## config.mk

```make
export PLATFORM = sky130hd
export DESIGN_NAME = trojan_pattern_driver_flat
export DESIGN_NICKNAME = d
export VERILOG_FILES = /design/src/rtl/tpd_pkg.sv /design/src/rtl/trojan_pattern_driver_if.sv /design/src/rtl/tpd_misr.sv /design/src/rtl/trojan_pattern_driver.sv /design/src/flat_wrapper.sv
export SDC_FILE = /design/constraint.sdc
export NUM_CORES = 1
export LEC_CHECK = 0
export CORE_MARGIN = 5
export CORE_UTILIZATION = 45
export CTS_BUF_LIST = sky130_fd_sc_hd__clkbuf_2
export DETAILED_ROUTE_END_ITERATION = 10
export PLACE_DENSITY_LB_ADDON = 0.08
export SLEW_MARGIN = 10
export SYNTH_ARGS = -nofsm -noshare
export SYNTH_HDL_FRONTEND = slang
export SYNTH_HIERARCHICAL = 1
export SYNTH_SLANG_ARGS = --single-unit
export TNS_END_PERCENT = 1
```

## constraint.sdc

```tcl
create_clock -name I1294 -period 2.8 [get_ports I1294]
set_input_delay 0.56 -clock I1294 [delete_from_list [all_inputs] [get_ports I1294]]
set_output_delay 0.56 -clock I1294 [all_outputs]
set_load 0.05 [all_outputs]
```

## src/rtl/tpd_pkg.sv

```systemverilog
// rtl/tpd_pkg.sv - shared types and constants for the trojan pattern driver
package tpd_pkg;

  typedef enum logic [1:0] {
    IDLE  = 2'd0,
    RUN   = 2'd1,
    FLUSH = 2'd2,
    DONE  = 2'd3
  } state_t;

  // x^8+x^6+x^5+x^4+1 taps the register bits 7,5,4,3
  localparam logic [7:0]  LFSR_TAPS    = 8'hB8;
  // x^16+x^14+x^13+x^11+1 taps the register bits 15,13,12,10
  localparam logic [15:0] MISR_TAPS    = 16'hB400;
  localparam int          RESP_LAT_MAX = 15;

endpackage

```

## src/rtl/trojan_pattern_driver_if.sv

```systemverilog
// rtl/trojan_pattern_driver_if.sv - control, stimulus and response bundle for the pattern driver
interface trojan_pattern_driver_if #(
  parameter int VEC_W  = 8,
  parameter int MISR_W = 16
);
  logic              start;
  logic              seed_load;
  logic [VEC_W-1:0]  seed_in;
  logic [MISR_W-1:0] golden_in;
  logic              resp_in;
  logic [VEC_W-1:0]  stim_out;
  logic              stim_valid;
  logic              busy;
  logic              done;
  logic [MISR_W-1:0] signature;
  logic              match;

  modport master (
    output start, seed_load, seed_in, golden_in, resp_in,
    input  stim_out, stim_valid, busy, done, signature, match
  );

  modport slave (
    input  start, seed_load, seed_in, golden_in, resp_in,
    output stim_out, stim_valid, busy, done, signature, match
  );
endinterface

```

## src/rtl/tpd_misr.sv

```systemverilog
// rtl/tpd_misr.sv - serial-input MISR with enable and synchronous clear
module tpd_misr
  import tpd_pkg::*;
#(
  parameter int           W    = 16,
  parameter logic [W-1:0] TAPS = W'(MISR_TAPS)
) (
  input  logic         clk,
  input  logic         rst,
  input  logic         clr,
  input  logic         en,
  input  logic         din,
  output logic [W-1:0] sig,
  output logic [W-1:0] sig_next
);

  logic fb;

  // sig_next is exported so the owner can compare against the value being absorbed this edge
  always_comb begin
    fb       = ^(sig & TAPS);
    sig_next = sig;
    if (clr) begin
      sig_next = '0;
    end else if (en) begin
      sig_next = {sig[W-2:0], fb ^ din};
    end
  end

  always_ff @(posedge clk) begin
    if (rst) begin
      sig <= '0;
    end else begin
      sig <= sig_next;
    end
  end

endmodule

```

## src/rtl/trojan_pattern_driver.sv

```systemverilog
// rtl/trojan_pattern_driver.sv - LFSR stimulus, MISR response compaction and golden compare for one subcircuit
module trojan_pattern_driver
  import tpd_pkg::*;
#(
  parameter int               VEC_W         = 8,
  parameter int               MISR_W        = 16,
  parameter int               PATTERN_COUNT = 256,
  parameter int               RESP_LAT      = 2,
  parameter logic [VEC_W-1:0] LFSR_SEED     = 8'h01
) (
  input  logic                      I1294,
  input  logic                      I1301,
  trojan_pattern_driver_if.slave    bus
);

  localparam int               CNT_W = $clog2(PATTERN_COUNT + 1);
  localparam int               FL_W  = $clog2(RESP_LAT_MAX + 1);
  localparam logic [VEC_W-1:0] ONE   = VEC_W'(1);
  localparam logic [VEC_W-1:0] TAPS  = VEC_W'(LFSR_TAPS);

  function automatic logic [VEC_W-1:0] nonzero(input logic [VEC_W-1:0] s);
    return (s == '0) ? ONE : s;
  endfunction

  state_t            state;
  logic [VEC_W-1:0]  lfsr;
  logic [VEC_W-1:0]  lfsr_next;
  logic [CNT_W-1:0]  count;
  logic [FL_W-1:0]   fcnt;
  logic [VEC_W-1:0]  stim_out;
  logic              stim_valid;
  logic              busy;
  logic              done;
  logic              match;
  logic              qual;
  logic              misr_clr;
  logic [MISR_W-1:0] sig;
  logic [MISR_W-1:0] sig_next;

  assign lfsr_next = {lfsr[VEC_W-2:0], ^(lfsr & TAPS)};
  assign misr_clr  = (state == IDLE) && bus.start;

  // qual marks the cycle in which resp_in carries the answer to a counted pattern
  if (RESP_LAT == 0) begin : g_nolat
    assign qual = stim_valid;
  end else begin : g_lat
    logic [RESP_LAT-1:0] vpipe;
    always_ff @(posedge I1294) begin
      if (I1301) begin
        vpipe <= '0;
      end else begin
        vpipe[0] <= stim_valid;
        for (int i = 1; i < RESP_LAT; i++) begin
          vpipe[i] <= vpipe[i-1];
        end
      end
    end
    assign qual = vpipe[RESP_LAT-1];
  end

  tpd_misr #(
    .W    (MISR_W),
    .TAPS (MISR_W'(MISR_TAPS))
  ) u_misr (
    .clk      (I1294),
    .rst      (I1301),
    .clr      (misr_clr),
    .en       (qual),
    .din      (bus.resp_in),
    .sig      (sig),
    .sig_next (sig_next)
  );

  always_ff @(posedge I1294) begin
    if (I1301) begin
      state      <= IDLE;
      lfsr       <= nonzero(LFSR_SEED);
      count      <= '0;
      fcnt       <= '0;
      stim_out   <= '0;
      stim_valid <= 1'b0;
      busy       <= 1'b0;
      done       <= 1'b0;
      match      <= 1'b0;
    end else begin
      done <= 1'b0;
      case (state)
        IDLE: begin
          // a load in the same cycle as start seeds the run that start begins
          if (bus.seed_load) begin
            lfsr <= nonzero(bus.seed_in);
          end
          if (bus.start) begin
            state <= RUN;
            count <= '0;
            busy  <= 1'b1;
            match <= 1'b0;
          end
        end
        RUN: begin
          stim_out   <= lfsr;
          stim_valid <= 1'b1;
          lfsr       <= lfsr_next;
          count      <= count + 1'b1;
          if (count == CNT_W'(PATTERN_COUNT - 1)) begin
            state <= FLUSH;
            fcnt  <= '0;
          end
        end
        FLUSH: begin
          stim_out   <= '0;
          stim_valid <= 1'b0;
          if (fcnt == FL_W'(RESP_LAT)) begin
            // the final response is absorbed on this same edge, so compare the incoming value
            state <= DONE;
            busy  <= 1'b0;
            done  <= 1'b1;
            match <= (sig_next == bus.golden_in);
          end else begin
            fcnt <= fcnt + 1'b1;
          end
        end
        DONE: begin
          state <= IDLE;
        end
        default: begin
          state <= IDLE;
        end
      endcase
    end
  end

  assign bus.stim_out   = stim_out;
  assign bus.stim_valid = stim_valid;
  assign bus.busy       = busy;
  assign bus.done       = done;
  assign bus.signature  = sig;
  assign bus.match      = match;

endmodule
```

## src/flat_wrapper.sv

```systemverilog
// flat-port wrapper written by rule: the top's interface ports become plain ports
module trojan_pattern_driver_flat import tpd_pkg::*;
#(
  parameter int               VEC_W         = 8,
  parameter int               MISR_W        = 16,
  parameter int               PATTERN_COUNT = 256,
  parameter int               RESP_LAT      = 2,
  parameter logic [VEC_W-1:0] LFSR_SEED     = 8'h01
)
  (I1294, I1301, bus_start, bus_seed_load, bus_seed_in, bus_golden_in, bus_resp_in, bus_stim_out, bus_stim_valid, bus_busy, bus_done, bus_signature, bus_match);
  trojan_pattern_driver_if #(.VEC_W(VEC_W), .MISR_W(MISR_W)) bus_i ();
  input  logic I1294;
  input  logic I1301;
  input wire logic [$bits(bus_i.start)-1:0] bus_start;
  input wire logic [$bits(bus_i.seed_load)-1:0] bus_seed_load;
  input wire logic [$bits(bus_i.seed_in)-1:0] bus_seed_in;
  input wire logic [$bits(bus_i.golden_in)-1:0] bus_golden_in;
  input wire logic [$bits(bus_i.resp_in)-1:0] bus_resp_in;
  output wire logic [$bits(bus_i.stim_out)-1:0] bus_stim_out;
  output wire logic [$bits(bus_i.stim_valid)-1:0] bus_stim_valid;
  output wire logic [$bits(bus_i.busy)-1:0] bus_busy;
  output wire logic [$bits(bus_i.done)-1:0] bus_done;
  output wire logic [$bits(bus_i.signature)-1:0] bus_signature;
  output wire logic [$bits(bus_i.match)-1:0] bus_match;
  assign bus_i.start = bus_start;
  assign bus_i.seed_load = bus_seed_load;
  assign bus_i.seed_in = bus_seed_in;
  assign bus_i.golden_in = bus_golden_in;
  assign bus_i.resp_in = bus_resp_in;
  assign bus_stim_out = bus_i.stim_out;
  assign bus_stim_valid = bus_i.stim_valid;
  assign bus_busy = bus_i.busy;
  assign bus_done = bus_i.done;
  assign bus_signature = bus_i.signature;
  assign bus_match = bus_i.match;
  trojan_pattern_driver #(.VEC_W(VEC_W), .MISR_W(MISR_W), .PATTERN_COUNT(PATTERN_COUNT), .RESP_LAT(RESP_LAT), .LFSR_SEED(LFSR_SEED)) u_core (.I1294(I1294), .I1301(I1301), .bus(bus_i));
endmodule
```

==> results.toml, run 1 <==
[drt]
dr.pass1.iters = 5
first_iter_violations = 67
postRouteAntennaNets = 0
wire_per_inst_um = 13.79
avgViaCountPerCell = 5.112
wl_um = 5765
drcViolationCount = 0
route.vias.total = 2137

[timing]
whs_ns = 0.4673
skew_ns = 0.02304
grt_setup_unrepaired = "no"
relSlewSlack_pct = 62.82
setup_viol = 0
finalHoldViolCount = 0
slew_viol_final = 0
setup_ws_ns = 0.5592
period_share_pct = 80.03
fin_tns_setup_ns = 0
period_needed_ns = 2.241
tightestPinTransition_ns = 0.5566
max_freq_mhz = 446.3

[critical_path]
critPathKind = "reg2out"
regToRegSetupSlack_ns = 0.56
cp_data_required_time_ns = 2.24
crit_chain = "clkdlybuf4s50_1"
cp_num_cells = 1
r2r_cells = 11
r2r-start = "u_core/state[0]"
path_delay_family = "buffers and inverters"
cp_num_buf_inv = 1
crit_slowest_cell = "clkdlybuf4s50_1"
crit_path_end_kind = "primary output"
crit_fanout = 4
cp-start-kind = "register"
cp_data_arrival_time_ns = 1.68
rr_endpoint = "u_core/bus.match"
critical_path.max_stage_delay_ns = 0.83

[clock_network]
cts.clk_slew.worst_paths_ns = 0.24
cts_setup_buffers = 0
root_buffer = "clkbuf_2"
clock-sinks = 53
ctsResizeCount = 0
clk-insertion-delay-late_ns = 0.42
tritoncts = "built"
numCtsBuffers = 5
clockBufferDepth = 2
ctsHoldBuffers = 0
cts_max_level = 2

[synthesis]
synth-simple-area-share_pct = 23.27
syn-num-nets = 327
synth.mux.area_fraction_pct = 10.74
synthAdderAreaFrac_pct = 3.784
synth_cell_types = 43
avgSynthCellArea_um2 = 9.121
synth_area_leaders = "dfxtp_1 40%, mux2i_1 9.5%, nor2_1 6.5%"
synth_cells = 290
yosysSeqAreaShare_pct = 40.11
yosys_warnings = 6
yosys.area.top_type = "dfxtp_1"
synth_xor_area_share_pct = 9.792
ys_ff_latch = 53
synth_compound_area_share_pct = 8.373
netlist.area_leader.share_pct = 40.11
synthesis.area_mm2 = 0.002645
synth_top_family_by_area = "simple AND/OR/NAND/NOR gates"

[floorplan]
ioPinCount = 57
die_area_mm2 = 0.007511
num_rows = 28
die_h_um = 86.67
die_w_um = 86.67
core-area_mm2 = 0.005816
start_util_pct = 45.48

[placement]
pre_cts_slack_ns = 0.3424
dp_hpwl_um = 4318
gp_congestion = 0.7750
dp_cells = 411
dpl_cell_area_mm2 = 0.003278
port_buffers = 56

[min_path]
whs_endpoint = "u_core/g_lat.vpipe[1]"
hold_path_class = "reg2reg"
min-delay-start = "u_core/g_lat.vpipe[0]"
min_path_cells = 1

[finish]
final_common_cell = "clkdlybuf4s50_1"
postLayoutCoreUtil_pct = 56.95
fill_cells = 558
final_cells = 418
drive_gt1_share_pct = 6.997
fin_area_mm2 = 0.003312
nets = 380
final_cell_mix = "56 x clkdlybuf4s50_1, 53 x dfxtp_1, 46 x nor2_1"
diodes = 0
syn_to_final_growth_pct = 25.21

[power]
finalPower_mw = 2.368
power-per-cell-area_mw_per_mm2 = 715.0
p_leak_nw = 1.202
peakVddDrop_mv = 0.4361

[global_routing]
antenna_found_initial = 0
grt_use_total_pct = 16.11
grt_pass1_wl_um = 9729
use_met2_pct = 26.22
gr-usage-met3_pct = 3.897
top_usage_layer = "met2"
first_global_vias = 2075
grt_overflow = 0
grt_use_met1_pct = 21.35
grt_max_degree = 26

[outcome]
outcome = "completed"

[flow_run]
max_cap_viol_count = 0
sequential cells by signal, indices dropped and copies added, names as in the netlist:
| signal | flops |
|---|---|
| u_core/count | 9 |
| u_core/bus.busy | 1 |
| u_core/bus.done | 1 |
| u_core/bus.match | 1 |
| u_core/g_lat.vpipe | 2 |
| u_core/lfsr | 8 |
| u_core/state | 2 |
| u_core/bus.stim_valid | 1 |
| u_core/u_misr/sig | 16 |
| u_core/bus.stim_out | 8 |
| u_core/fcnt | 4 |
cell usage after synthesis:
master and instances:
or3b_2 1, a211oi_1 11, nor4b_4 1, or2b_1 1
xnor3_1 1, inv_1 8, and4bb_2 1, buf_4 1
ha_1 8, o21ai_0 1, a31oi_2 1, nand2_1 6
nand4_1 3, nor4_1 6, a2bb2oi_1 2, xnor2_1 11
a31o_2 1, or3_1 1, nor2_1 46, or3b_1 1
nand3_1 13, nor3_1 20, nor3b_1 1, o21a_1 1
a211oi_2 1, xor2_1 16, a21oi_1 9, clkbuf_1 11
or3b_4 1, o21ai_1 1, o21bai_1 1, buf_2 5
nand2b_1 9, and2b_2 1, a211o_1 1, mux2_2 1
mux2i_1 25, nor4b_2 1, a32oi_1 1, and2b_1 1
nor2b_1 4, dfxtp_1 53, mux2i_4 1
cell type report:
class                      instances  area, um2  area share, %
clock buffer                       6      30.03         0.9067
clock inverter                     1      3.754         0.1133
multi-input combinational        212       1480          44.69
timing repair buffer              63      613.1          18.51
inverter                           8      30.03         0.9067
tap                               75      93.84          2.833
sequential                        53       1061          32.04
where the power goes:
group          internal, mW  total (mW)  switching (mW)  leakage (nW)
sequential            0.871       0.958          0.0872         0.431
combinational         0.456        1.12           0.669         0.745
clock                0.0582       0.285           0.227        0.0265
total                  1.38        2.37           0.983          1.20
metal layers:
layer  wire [um]  part of all wire, %
met1        2776                   48
met4          53                 0.92
met2        2671                   46
met3         263                  4.6
met5           0                    0
kinds of logic after synthesis:
family / count (synthesis)
XOR/XNOR: 28
adder cells (fa/ha/maj): 8
multiplexers: 27
AO/OA/AOI/OAI: 31
buffers and inverters: 25
flip-flops: 53
AND/OR/NAND/NOR: 118
worst reg2reg max path, stage by stage (launching register included):
cell and delay [ns]:
dfxtp_1 0.42, inv_1 0.09, ha_1 0.30, nand2_1 0.12
inv_1 0.07, nor2b_1 0.12, or3b_1 0.39, nand3_1 0.11
xor2_1 0.07, nor4_1 0.22, nand4_1 0.14, o21ai_1 0.15
worst max path at each step:
stage | start | endpoint
global route | u_core/state[1] | u_core/bus.match
global placement | bus_start | u_core/bus.match
detailed placement | bus_start | u_core/bus.match
CTS | u_core/u_misr/sig[10] | bus_signature[10]
floorplan | u_core/u_misr/sig[13] | u_core/bus.match
finish | u_core/u_misr/sig[12] | bus_signature[12]
Note: power is estimated with default switching activity, not from simulation.
==> run 2, diff against run 1 <==
- clock period: 2.8 -> 1.95 ns (I/O delays scaled with it)
==> run 2 against run 1 <==
  * Combinational power up 61%
  * Clock-buffer cell count down 1
  * Sequential cell count unchanged
  * Design area up 3.2%
  * Clock power up 40%
  * First-iteration DRC count down 34%
  * Core utilization up 1.8 points
  * Clock skew down 0.0042 ns
  * Final cell count up 2.9%
  * Critical path type is now reg2reg
  * Highest routed layer unchanged
==> results.toml, run 2 (synthesized netlist as in run 1, its figures left out) <==
[outcome]
outcome = "completed"

[floorplan]
die_area_mm2 = 0.007511
die_w_um = 86.67
core-area_mm2 = 0.005816
ioPinCount = 57
die_h_um = 86.67
num_rows = 28
start_util_pct = 45.48

[placement]
port_buffers = 56
gp_congestion = 0.8071
dp_hpwl_um = 4544
dp_cells = 423

[clock_network]
cts_max_level = 2
ctsHoldBuffers = 0
cts.clk_slew.worst_paths_ns = 0.25
clk-insertion-delay-late_ns = 0.42
tritoncts = "built"
clock-sinks = 53
root_buffer = "clkbuf_2"
numCtsBuffers = 5
clockBufferDepth = 2

[power]
sw_frac_of_total_pct = 41.44
combPwrFrac_pct = 50.3
power-per-cell-area_mw_per_mm2 = 1047
p_leak_nw = 1.406
peakVddDrop_mv = 0.7168
switchingPower_mw = 1.483
clkPwrFrac_pct = 11.1
cellInternalPower_mw = 2.096
p_seq_share_pct = 38.5

[global_routing]
grt_use_total_pct = 16.84
grt_overflow = 0
grt_max_degree = 24
grt_pass1_wl_um = 10180
first_global_vias = 2098
antenna_found_initial = 0

[timing]
finalHoldViolCount = 0
period_share_pct = 96.70
whs_ns = 0.4799
grt_setup_unrepaired = "yes"
period_needed_ns = 1.886
max_freq_mhz = 530.3
tightestPinTransition_ns = 0.5027
relSlewSlack_pct = 66.62
setup_viol = 0
skew_ns = 0.01885
slew_viol_final = 0
fin_tns_setup_ns = 0

[critical_path]
crit_fanout = 3
cp_num_buf_inv = 2
crit_chain = "inv_2 -> ha_4 -> nand2_4 -> inv_2 -> nor2b_2 -> or3b_4 -> nand3_2 -> xor2_1 -> nor4_1 -> nand4_1 -> o21ai_1"
path_common_cell = "inv_2"
cp-start-kind = "register"
cp_data_required_time_ns = 2.31
r2r-start = "u_core/state[0]"
crit_slowest_cell = "dfxtp_2"
cp_data_arrival_time_ns = 2.25
crit_path_end_kind = "register"
regToRegSetupSlack_ns = 0.06
rr_endpoint = "u_core/bus.match"
critical_path.max_stage_delay_ns = 0.41
r2r_cells = 11
critPathKind = "reg2reg"
path_delay_family = "simple AND/OR/NAND/NOR gates"

[min_path]
whs_endpoint = "u_core/bus.stim_out[7]"
min_path_cells = 2
hold_path_class = "reg2reg"
min-delay-start = "u_core/bus.stim_out[7]"

[drt]
dr.pass1.iters = 4
route.vias.total = 2168
first_iter_violations = 44
postRouteAntennaNets = 0
wl_um = 6137
drcViolationCount = 0
avgViaCountPerCell = 5.042
wire_per_inst_um = 14.27

[finish]
fill_cells = 546
largest_reg_flops = 16
nets = 393
regMostFlops = "u_core/u_misr/sig"
seqCellArea_mm2 = 0.001072
syn_to_final_growth_pct = 29.23
multi_input_area_mm2 = 0.001518
diodes = 0
final_cells = 430
drive_gt1_share_pct = 15.49
final_cell_mix = "46 x nor2_1, 46 x dfxtp_1, 28 x clkdlybuf4s50_1"
reg.largest.list = "u_core/u_misr/sig (16), u_core/count (9)"

[flow_run]
max_cap_viol_count = 0
## run 2: final cells by class
class                           instances  share of cell area [%]
Timing Repair Buffer                   76                   19.73
Sequential cell                        53                   31.37
Tap cell                               75                   2.745
Clock buffer                            5                  0.7321
Inverter                                8                  0.8785
Clock inverter                          1                  0.1464
Multi-Input combinational cell        212                   44.40
## run 2: how the worst max path moves through the flow
stage                          startpoint               end  slack, ns  depth (start not counted)
finish                    u_core/state[0]  u_core/bus.match       0.06                         11
global placement                bus_start  u_core/bus.match      -0.35                         10
CTS                       u_core/state[0]  u_core/bus.match       0.01                         11
detailed placement              bus_start  u_core/bus.match      -0.40                         10
global route              u_core/state[1]  u_core/bus.match      -0.08                         12
floorplan           u_core/u_misr/sig[12]  u_core/bus.match      0.004                          7
## run 2: metal layers
metal | track usage [%] | share of wire [%] | vias up | wire length, um
met4 | 4.249 | 0.73 | 0 | 45
met5 | 0 | 0 | - | 0
li1 | - | - | 1126 | -
met3 | 3.517 | 4.0 | 4 | 244
met2 | 26.36 | 45 | 42 | 2755
met1 | 23.64 | 50 | 996 | 3091
## run 2: what timing repair did
item	in CTS	in global routing
setup endpoints to repair	30	5
setup buffers	0	1
pin swaps	1	8
gates resized for setup	30	10
## run 2: stage by stage
stage          setup slack, ns  area, um2  total power, mW  utilization [%]
2_1_floorplan         0.004234       2666            2.640                -
3_3_place_gp           -0.3471       3387            3.172            58.24
3_5_place_dp           -0.3990       3387            3.180            58.24
4_1_cts                0.01439       3391            3.568            58.30
5_1_grt               -0.07506       3418            3.821            58.78
6_report               0.06440       3418            3.578            58.78
## run 2: power by group through the flow
stage	logic, mW	clock network [mW]	registers (mW)
final	1.80	0.398	1.38
after global routing	1.95	0.467	1.41
after CTS	1.77	0.425	1.38
after detailed placement	1.78	0	1.40
after global placement	1.78	0	1.40
after floorplan	1.07	0	1.57
## run 2: tightest hold or removal path, stage by stage (launching register included)
cell and delay, ns:
dfxtp_1 0.36, nand2b_1 0.06, a21oi_1 0.05
==> run 3, diff against run 2 <==
--- a/config.mk
+++ b/config.mk
@@ -6,6 +6,8 @@
 export NUM_CORES = 1
 export LEC_CHECK = 0
+export CELL_PAD_IN_SITES_DETAIL_PLACEMENT = 1
+export CELL_PAD_IN_SITES_GLOBAL_PLACEMENT = 1
 export CORE_MARGIN = 5
-export CORE_UTILIZATION = 45
+export CORE_UTILIZATION = 36
 export CTS_BUF_LIST = sky130_fd_sc_hd__clkbuf_2
 export DETAILED_ROUTE_END_ITERATION = 10
==> constraint.sdc (replaced) <==
create_clock -name I1294 -period 1.95 [get_ports I1294]
set_input_delay 0.39 -clock I1294 [delete_from_list [all_inputs] [get_ports I1294]]
set_output_delay 0.39 -clock I1294 [all_outputs]
set_load 0.02 [all_outputs]
==> run 3 against run 2 <==
  * Combinational power is essentially flat
  * Clock skew is essentially flat
  * Critical path depth fell by 4
  * Critical path type unchanged
  * Power up 4.2%
  * Largest cell class unchanged
  * Largest power group unchanged
  * Register-to-register slack better by 0.02 ns
  * Core utilization decreased by 8.6 points
==> results.toml, run 3 (synthesized netlist as in run 1, its figures left out) <==
[outcome]
outcome = "completed"

[critical_path]
cp_data_required_time_ns = 2.35
critPathKind = "reg2reg"
cp_data_arrival_time_ns = 2.26
crit_fanout = 2
cp-start-kind = "register"
crit_path_end_kind = "register"
r2r_cells = 7

[finish]
reg.largest.list = "u_core/u_misr/sig (16), u_core/count (9)"
postLayoutCoreUtil_pct = 50.23
seqCellArea_mm2 = 0.001067
fill_cells = 855
final_cell_mix = "48 x dfxtp_1, 46 x nor2_1, 41 x clkdlybuf4s50_1"
final_cells = 463
multi_input_area_mm2 = 0.001516
largest_reg_flops = 16
final_common_cell = "dfxtp_1"
diodes = 0
regMostFlops = "u_core/u_misr/sig"
syn_to_final_growth_pct = 36.99
nets = 400
drive_gt1_share_pct = 16.48

[global_routing]
grt_pass1_wl_um = 11440
grt_use_met1_pct = 21.31
use_met2_pct = 26.11
grt_max_degree = 29
first_global_vias = 2382
antenna_found_initial = 0
grt_use_total_pct = 16.04
top_usage_layer = "met2"
gr-usage-met3_pct = 3.597
grt_overflow = 0

[drt]
avgViaCountPerCell = 4.877
wire_per_inst_um = 14.89
first_iter_violations = 83
route.vias.total = 2258
drcViolationCount = 0
wl_um = 6894
dr.pass1.iters = 4
postRouteAntennaNets = 0

[timing]
max_freq_mhz = 536.1
slew_viol_final = 0
setup_viol = 0
finalHoldViolCount = 0
grt_setup_unrepaired = "yes"
skew_ns = 0.01897
whs_ns = 0.4894
setup_ws_ns = 0.08477
period_needed_ns = 1.865
period_share_pct = 95.65
tightestPinTransition_ns = 0.5508
relSlewSlack_pct = 63.20

[min_path]
hold_path_class = "reg2reg"
min_path_cells = 2

[flow_run]
max_cap_viol_count = 0

[placement]
port_buffers = 56
dp_hpwl_um = 5302
gp_congestion = 0.8296
pre_cts_slack_ns = -0.3704
dp_cells = 452

[floorplan]
die_area_mm2 = 0.009161
die_h_um = 95.72
start_util_pct = 36.66
ioPinCount = 57
die_w_um = 95.72
num_rows = 31
core-area_mm2 = 0.007214

[clock_network]
clockBufferDepth = 2
cts_max_level = 2
clk-insertion-delay-late_ns = 0.44
numCtsBuffers = 5
clock-sinks = 53
tritoncts = "built"
ctsHoldBuffers = 0
root_buffer = "clkbuf_2"
cts.clk_slew.worst_paths_ns = 0.26

[power]
finalPower_mw = 3.728
p_leak_nw = 1.568
peakVddDrop_mv = 0.4607
power-per-cell-area_mw_per_mm2 = 1029
[run 3: changes by cell type in the layout (fill, tap and decap cells not counted), sizes merged]
cell,delta
bufinv,+1
dlygate4sd2,-24
clkdlybuf4s50,+13
clkbuf,+1
buf,+6
dlymetal6s2s,+12
[run 3: path summary, 6_finish.rpt]
check,start,end,slack (ns)
hold / removal,u_core/bus.stim_out[4],u_core/bus.stim_out[4],0.49
setup / recovery,u_core/u_misr/sig[13],u_core/bus.match,0.08
hold reg to reg,u_core/bus.stim_out[4],u_core/bus.stim_out[4],0.49
setup reg to reg,u_core/u_misr/sig[13],u_core/bus.match,0.08
[run 3: worst max-delay path, cell delays in order, from the launching register on]
cell and delay, ns:
dfxtp_2 0.39, xnor3_1 0.45, or3b_4 0.44, nand3_2 0.09
xor2_1 0.07, nor4_2 0.15, nand4_1 0.12, o21ai_1 0.13
[run 3: cell type report]
class / count / share of cell area [%]
flip-flops and latches: 53 / 29.45
repair buffers: 83 / 22.69
inverters: 8 / 0.8287
clock inverters: 2 / 0.9323
multi-input cells: 212 / 41.85
well taps: 99 / 3.419
clock buffers: 6 / 0.8287
[run 3: metal layers]
layer	wire length [um]	share of wire, %
met5	0	0
met3	263	3.8
met4	48	0.70
met2	3243	47
met1	3338	48
[run 3: repair_timing]
item,in CTS,in global routing
buffers inserted,3,0
setup endpoints to repair,6,19
pin swaps,3,1
resized for setup,12,17
[run 3: report_power, final]
part	switching, mW	internal, mW
registers	0.128	1.26
logic	0.918	0.861
clock network	0.348	0.218
total	1.39	2.33
[run 3: per-stage QoR]
step | setup TNS [ns] | area [um2]
floorplan | 0 | 2661
global placement | -0.2731 | 3477
detailed placement | -0.4720 | 3477
CTS | 0 | 3578
global route | -0.07323 | 3623
finish | 0 | 3623
